$ cat src/rtl/counter_sequencer_pkg.sv
// Shared encodings for the run-length counter sequencer: FSM states and count direction.
package counter_sequencer_pkg;

  typedef enum logic [1:0] {
    IDLE = 2'b00,
    RUN  = 2'b01,
    FIN  = 2'b10
  } state_t;

  localparam logic UP   = 1'b1;
  localparam logic DOWN = 1'b0;

endpackage

$ cat src/rtl/counter_sequencer_updown.sv
// Modulo-2^WIDTH up/down counter with a parallel load and a registered
// one-cycle wrap flag.
module updown_counter #(
  parameter int WIDTH = 3
) (
  input  logic             CLK,
  input  logic             RST,
  input  logic             LD,
  input  logic [WIDTH-1:0] LD_VAL,
  input  logic             EN,
  input  logic             UP,
  output logic [WIDTH-1:0] Q,
  output logic             WRAP
);

  localparam logic [WIDTH-1:0] ONE      = WIDTH'(1);
  localparam logic [WIDTH-1:0] ALL_ONES = '1;

  always_ff @(posedge CLK) begin
    if (RST) begin
      Q    <= '0;
      WRAP <= 1'b0;
    end else if (LD) begin
      Q    <= LD_VAL;
      WRAP <= 1'b0;
    end else if (EN) begin
      // WRAP marks the cycle in which Q has just crossed the modulus boundary.
      if (UP) begin
        Q    <= Q + ONE;
        WRAP <= (Q == ALL_ONES);
      end else begin
        Q    <= Q - ONE;
        WRAP <= (Q == '0);
      end
    end else begin
      WRAP <= 1'b0;
    end
  end

endmodule

$ cat src/rtl/counter_sequencer.sv
// Run-length controller: loads a start value, steps the counter up or down for
// a programmed number of cycles with pause support, and flags completion.
module counter_sequencer
  import counter_sequencer_pkg::*;
#(
  parameter int WIDTH   = 3,
  parameter int STEPS_W = 4
) (
  input  logic               CLK,
  input  logic               RST,
  input  logic               START,
  input  logic               PAUSE,
  input  logic               DIR,
  input  logic [WIDTH-1:0]   LOAD_VAL,
  input  logic [STEPS_W-1:0] STEPS,
  output logic [WIDTH-1:0]   Q,
  output logic               BUSY,
  output logic               DONE,
  output logic               WRAP
);

  localparam logic [STEPS_W-1:0] STEP_ONE = STEPS_W'(1);

  state_t             state;
  logic [STEPS_W-1:0] remaining;
  logic               dir_lat;
  logic               ld;
  logic               en;

  assign ld = (state == IDLE) && START;
  assign en = (state == RUN) && !PAUSE;

  updown_counter #(
    .WIDTH (WIDTH)
  ) u_counter (
    .CLK    (CLK),
    .RST    (RST),
    .LD     (ld),
    .LD_VAL (LOAD_VAL),
    .EN     (en),
    .UP     (dir_lat),
    .Q      (Q),
    .WRAP   (WRAP)
  );

  always_ff @(posedge CLK) begin
    if (RST) begin
      state     <= IDLE;
      remaining <= '0;
      dir_lat   <= UP;
      BUSY      <= 1'b0;
      DONE      <= 1'b0;
    end else begin
      case (state)
        IDLE: begin
          DONE <= 1'b0;
          BUSY <= 1'b0;
          if (START) begin
            dir_lat   <= DIR;
            remaining <= STEPS;
            if (STEPS != '0) begin
              state <= RUN;
              BUSY  <= 1'b1;
            end else begin
              state <= FIN;
              DONE  <= 1'b1;
            end
          end
        end
        RUN: begin
          if (!PAUSE) begin
            // Saturate at zero so the step counter can never underflow.
            remaining <= (remaining == '0) ? '0 : remaining - STEP_ONE;
            if (remaining <= STEP_ONE) begin
              state <= FIN;
              BUSY  <= 1'b0;
              DONE  <= 1'b1;
            end
          end
        end
        FIN: begin
          state <= IDLE;
          BUSY  <= 1'b0;
          DONE  <= 1'b0;
        end
        default: begin
          state <= IDLE;
          BUSY  <= 1'b0;
          DONE  <= 1'b0;
        end
      endcase
    end
  end

endmodule

$ cat config.mk
export PLATFORM = sky130hd
export DESIGN_NAME = counter_sequencer
export DESIGN_NICKNAME = d
export VERILOG_FILES = /design/src/rtl/counter_sequencer_pkg.sv /design/src/rtl/counter_sequencer_updown.sv /design/src/rtl/counter_sequencer.sv
export SDC_FILE = /design/constraint.sdc
export NUM_CORES = 1
export LEC_CHECK = 0
export ABC_AREA = 1
export CORE_UTILIZATION = 35
export DETAILED_ROUTE_END_ITERATION = 10
export DONT_BUFFER_PORTS = 1
export PLACE_DENSITY = 0.55
export REMOVE_ABC_BUFFERS = 1
export SLEW_MARGIN = 5
export SYNTH_ARGS = -nofsm -noshare
export SYNTH_HDL_FRONTEND = slang
export SYNTH_SLANG_ARGS = --single-unit
$ cat constraint.sdc
create_clock -name CLK -period 1.4 [get_ports CLK]
set_clock_uncertainty 0.1 [all_clocks]
set_input_delay 0.28 -clock CLK [delete_from_list [all_inputs] [get_ports CLK]]
set_output_delay 0.28 -clock CLK [all_outputs]
set_load 0.02 [all_outputs]
### Word level (Yosys, flattened, before mapping)

Cells that the tools add are included.
Widths: inputs -> output; s select.

| word-level totals | value |
|---|---|
| register bits | 13 |
| bits in latches | 0 |
| memory bits (writable) | 0 |
| ROM bits | 0 |
| input port bits | 12 |
| output and inout port bits | 6 |
| word-level logic and storage cells | 54 |
| memories | 0 |

| operators by class | value |
|---|---|
| add/sub/neg operators | 3 |
| multiply operators | 0 |
| div/mod/pow operators | 0 |
| $lt $le $gt $ge | 1 |
| equal/unequal tests | 5 |
| shifts and indexed selects | 0 |
| multiplexer cells | 23 |
| bitwise logic cells | 1 |
| reductions and logical operators | 14 |

Operator list:

| operator | count |
|---|---|
| $mux 4 | 3 |
| $mux 1 | 9 |
| $mux 3 | 3 |
| $mux 2 | 4 |
| $pmux 4 s2 | 1 |
| $reduce_and 3->1 | 2 |
| $le 4x1->1 const B | 1 |
| $logic_not 4->1 | 1 |
| $ne 2x2->1 const B | 2 |
| $pmux 1 s2 | 2 |
| $pmux 2 s2 | 1 |
| $reduce_and 2->1 | 2 |
| $reduce_bool 2->1 | 2 |
| $reduce_bool 4->1 | 1 |
| $sub 4x1->4 const B | 1 |
| $add 3x1->3 const B | 1 |
| $eq 3x3->1 const B | 1 |
| $logic_not 3->1 | 1 |
| $reduce_or 3->1 | 1 |
| $sub 3x1->3 const B | 1 |
| $eq 2x1->1 const B | 1 |
| $logic_and 1x1->1 | 2 |
| $logic_not 2->1 | 1 |
| $ne 2x1->1 const B | 1 |
| other kinds (2) | 2 |

### Depth between registers and ports, before layout

| depth | value |
|---|---|
| depth in word-level cells | 4 |
| mapped depth | 7 |
| depth with buffers taken out | 7 |

### Modules after synthesis

A second synthesis with hierarchy kept.

| unflattened totals | value |
|---|---|
| cell total of the unflattened synthesis | 108 |
| area total of the unflattened synthesis | 698.2 sq um |

By module, submodules not included:

| module | times used | cells an instance | area an instance (sq um) | seq. area each (sq um) |
|---|---|---|---|---|
| counter_sequencer | 1 | 74 | 466.7 | 180.2 |
| updown_counter | 1 | 34 | 231.5 | 80.1 |

### Least setup slack after synthesis

OpenSTA, ideal clock, no wires.

| timing path | value |
|---|---|
| path kind | register to register |
| start | register u_counter.Q[1] |
| end | register u_counter.Q[1] |
| setup time | 0.130 ns |
| arrival | 1.185 ns |
| required time | 1.170 ns |
| slack | -0.015 ns |
| stages on the path, launching flop included | 6 |
| buffers on the path | 0 |
| period minus slack after synthesis | 1.415 ns |
| cells stage by stage | dfxtp_1 > fa_1 > inv_1 > nand2_1 > o211ai_1 > a21oi_1 |

| on the way | value |
|---|---|
| longest elaborated chain between the ends | 4 |
| elaborated cells on any way between the ends | 5 |
| classes of those cells | add/sub (2); mux (3) |

RTL lines:

| item | RTL line | source |
|---|---|---|
| start, declared | counter_sequencer_updown.sv:12 | `output logic [WIDTH-1:0] Q,` |
| start signal, assigned | counter_sequencer_updown.sv:29 | `Q <= Q + ONE;` |
| start signal, assigned | counter_sequencer_updown.sv:32 | `Q <= Q - ONE;` |
| $sub 3x1->3 / $add 3x1->3 (equally long branches) | counter_sequencer_updown.sv:32, counter_sequencer_updown.sv:29 |  |
| $mux 3 * | counter_sequencer_updown.sv:28 | `if (UP) begin` |
| $mux 3 * | counter_sequencer_updown.sv:26 | `end else if (EN) begin` |
| $mux 3 * | counter_sequencer_updown.sv:23 | `end else if (LD) begin` |

Every way passes the cells marked *; elsewhere a longest branch is shown, timed or not. The select of a mux whose other input is x is not followed.
A chain may end at the register's enable or synchronous reset.

### Final worst setup path

| timing path | value |
|---|---|
| start | register u_counter.Q[0] |
| end | register u_counter.Q[1] |

Same word-level chain as after synthesis.

==> impl_metrics.ini <==
[synthesis]
async_reset_ff_frac = 0
yosysTopAreaCellShare = 0.373
yosys_register_bits = 13
syn_area_um2 = 698
synth_cell_types = 21
synth_commonest_cells = nand2_1 (26), a21oi_1 (13), dfxtp_1 (13)
yosysSeqAreaShare = 0.373
synth_edf_count = 0
syn-instance-count = 102
synth_area_leaders = dfxtp_1 (37%), nand2_1 (14%), a21oi_1 (9.3%)
ys.flop_type = dfxtp_1
syn_avg_cell_area_um2 = 6.84
yosysMostFrequentCell = nand2_1
ys_warn_count = 0
yosys.area.top_type = dfxtp_1

[worst_setup_path]
cp_max_fo = 2
cp-start-kind = flop
cp_slowest_cell = fa_1
arrival_ns = 1.45
criticalPathCategory = reg2reg
worstSetupEndpointType = flop
crit_chain = fa_1 > inv_1 > nand2_1 > o211ai_1 > a21oi_1
cp.required_ns = 1.51
critical-path-max-stage-delay_ns = 0.53

[place]
routabilityCongestion = 0.763
hpwl_um = 1240
port_buffers = 0

[sta]
timing.hold.ws_ns = 0.0356
rsz0062_at_grt = true
slew_headroom = 0.796
hold_viol_final = 0
tns_ns = 0
max_freq_ghz = 0.747
setup_violations = 0
maxSlewViolCount = 0
worstMarginPinSlew_ns = 0.305
fin_crit_sh = 0.956
period_needed_ns = 1.34

[global_route]
grt_pass1_vias = 611
grt_pass1_wl_um = 2710
antenna_found_initial = 0
grt_usage = 0.180
grt_overflow = 0
grt_max_degree = 10

[cts]
cts_tree = yes
cts_inserted_buffers = 3
cts.sinks = 13
clock_path_buffers = 2
cts_root_buf = clkbuf_4
htreeDepth = 1
worstSkewPairLatency_ns = 0.28
path_clk_slew_ns = 0.08

[routing]
num_vias = 705
drt_wl_total_um = 1700
drt_pass1_iterations = 4
wl_per_cell_um = 12.5
antenna_left = 0
dr.first_iter.drc_count = 27
via_per_inst = 5.18
drc = 0

[floorplan]
num_rows = 15
die_h_um = 46.7
dieArea_mm2 = 0.00218
start_util = 0.388
die_x_um = 46.7
core_area_mm2 = 0.00180
io_pins = 18

[run_status]
status = complete, no violations

[worst_hold_path]
hold_path_class = in2reg

[power]
leakagePower_nw = 0.343
powerDensity_mw_per_mm2 = 1230
ir_worst_vdd_mv = 0.501

[layout]
drive_gt1_frac = 0.180
nets = 125
n_antenna_cell = 0
syn_to_final_growth_pct = 14.9

[run]
max-cap-violations = 0
[power breakdown]
part	internal (mW)	total (mW)	switching, mW
clock	0.111	0.239	0.129
sequential	0.411	0.453	0.0415
combinational	0.109	0.297	0.188
total	0.631	0.989	0.358
[flip-flops by register name (all words and copies together), names as in the netlist]
register        flops
u_counter.WRAP      1
dir_lat             1
u_counter.Q         3
DONE                1
state               2
BUSY                1
remaining           4
[kinds of logic (layout without fill, tap and decap cells)]
| group | Yosys count | in the layout | synth area share |
|---|---|---|---|
| flip-flops | 13 | 13 | 0.373 |
| AO/OA/AOI/OAI | 23 | 23 | 0.181 |
| adder cells (fa/ha/maj) | 1 | 1 | 0.0287 |
| AND/OR/NAND/NOR | 49 | 49 | 0.332 |
| buffers and inverters | 16 | 25 | 0.0860 |
[critical path: cells and delay by family, from the launching register on]
family                   cells  cell delay, ns
adder cells (fa/ha/maj)      1            0.53
buffers and inverters        1            0.04
AND/OR/NAND/NOR              1            0.05
flip-flops                   1            0.34
AO/OA/AOI/OAI                2            0.21
[final timing paths]
kind	slack [ns]	start	depth (start not counted)	end
max	0.06	u_counter.Q[0]	5	u_counter.Q[1]
min	0.04	DIR	2	dir_lat
max reg2reg	0.06	u_counter.Q[0]	5	u_counter.Q[1]
min reg2reg	0.37	remaining[3]	2	remaining[3]
[layer usage]
metal	global-route usage	routed length, um	vias to the layer above
li1	-	-	353
met1	0.274	828	326
met2	0.239	714	24
met3	0.0314	140	2
met4	0.0857	12	0
met5	0	0	-
[timing repair]
action,CTS,global route
hold endpoints to repair,7,0
gates resized for setup,0,3
hold buffers,1,0
setup endpoints to repair,0,2
setup buffers,0,1
[layout make-up]
cell class | instances | area (um^2)
fillers | 209 | 1000
multi-input cells | 73 | 378
flip-flops and latches | 13 | 263
inverters | 15 | 56.3
repair buffers | 6 | 47.5
well taps | 25 | 31.3
clock buffers | 4 | 26.3
[cell usage in the layout, fill, tap and decap left out, drive strengths merged, types with 2 or more instances in the layout]
cell | synthesis | layout
a21oi | 14 | 14
inv | 14 | 14
buf | 0 | 5
dfxtp | 13 | 13
o211ai | 2 | 2
nor2 | 8 | 8
nand2 | 29 | 29
clkbuf | 1 | 4
nand3 | 9 | 9
o21ai | 6 | 6
[stage by stage]
step | cells | utilization | worst slack [ns] | instance area, um^2 | power, mW
4_1_cts | 135 | 0.440 | 0.0262 | 792 | 0.993
5_1_grt | 136 | 0.445 | -0.0419 | 802 | 1.07
6_report | 136 | 0.445 | 0.0614 | 802 | 0.989
3_5_place_dp | 130 | 0.419 | 0.0495 | 756 | 0.744
2_1_floorplan | 101 | - | -0.00734 | 694 | 0.668
3_3_place_gp | 130 | 0.419 | 0.0964 | 756 | 0.742
No activity file was read; power rests on OpenSTA's default activity.
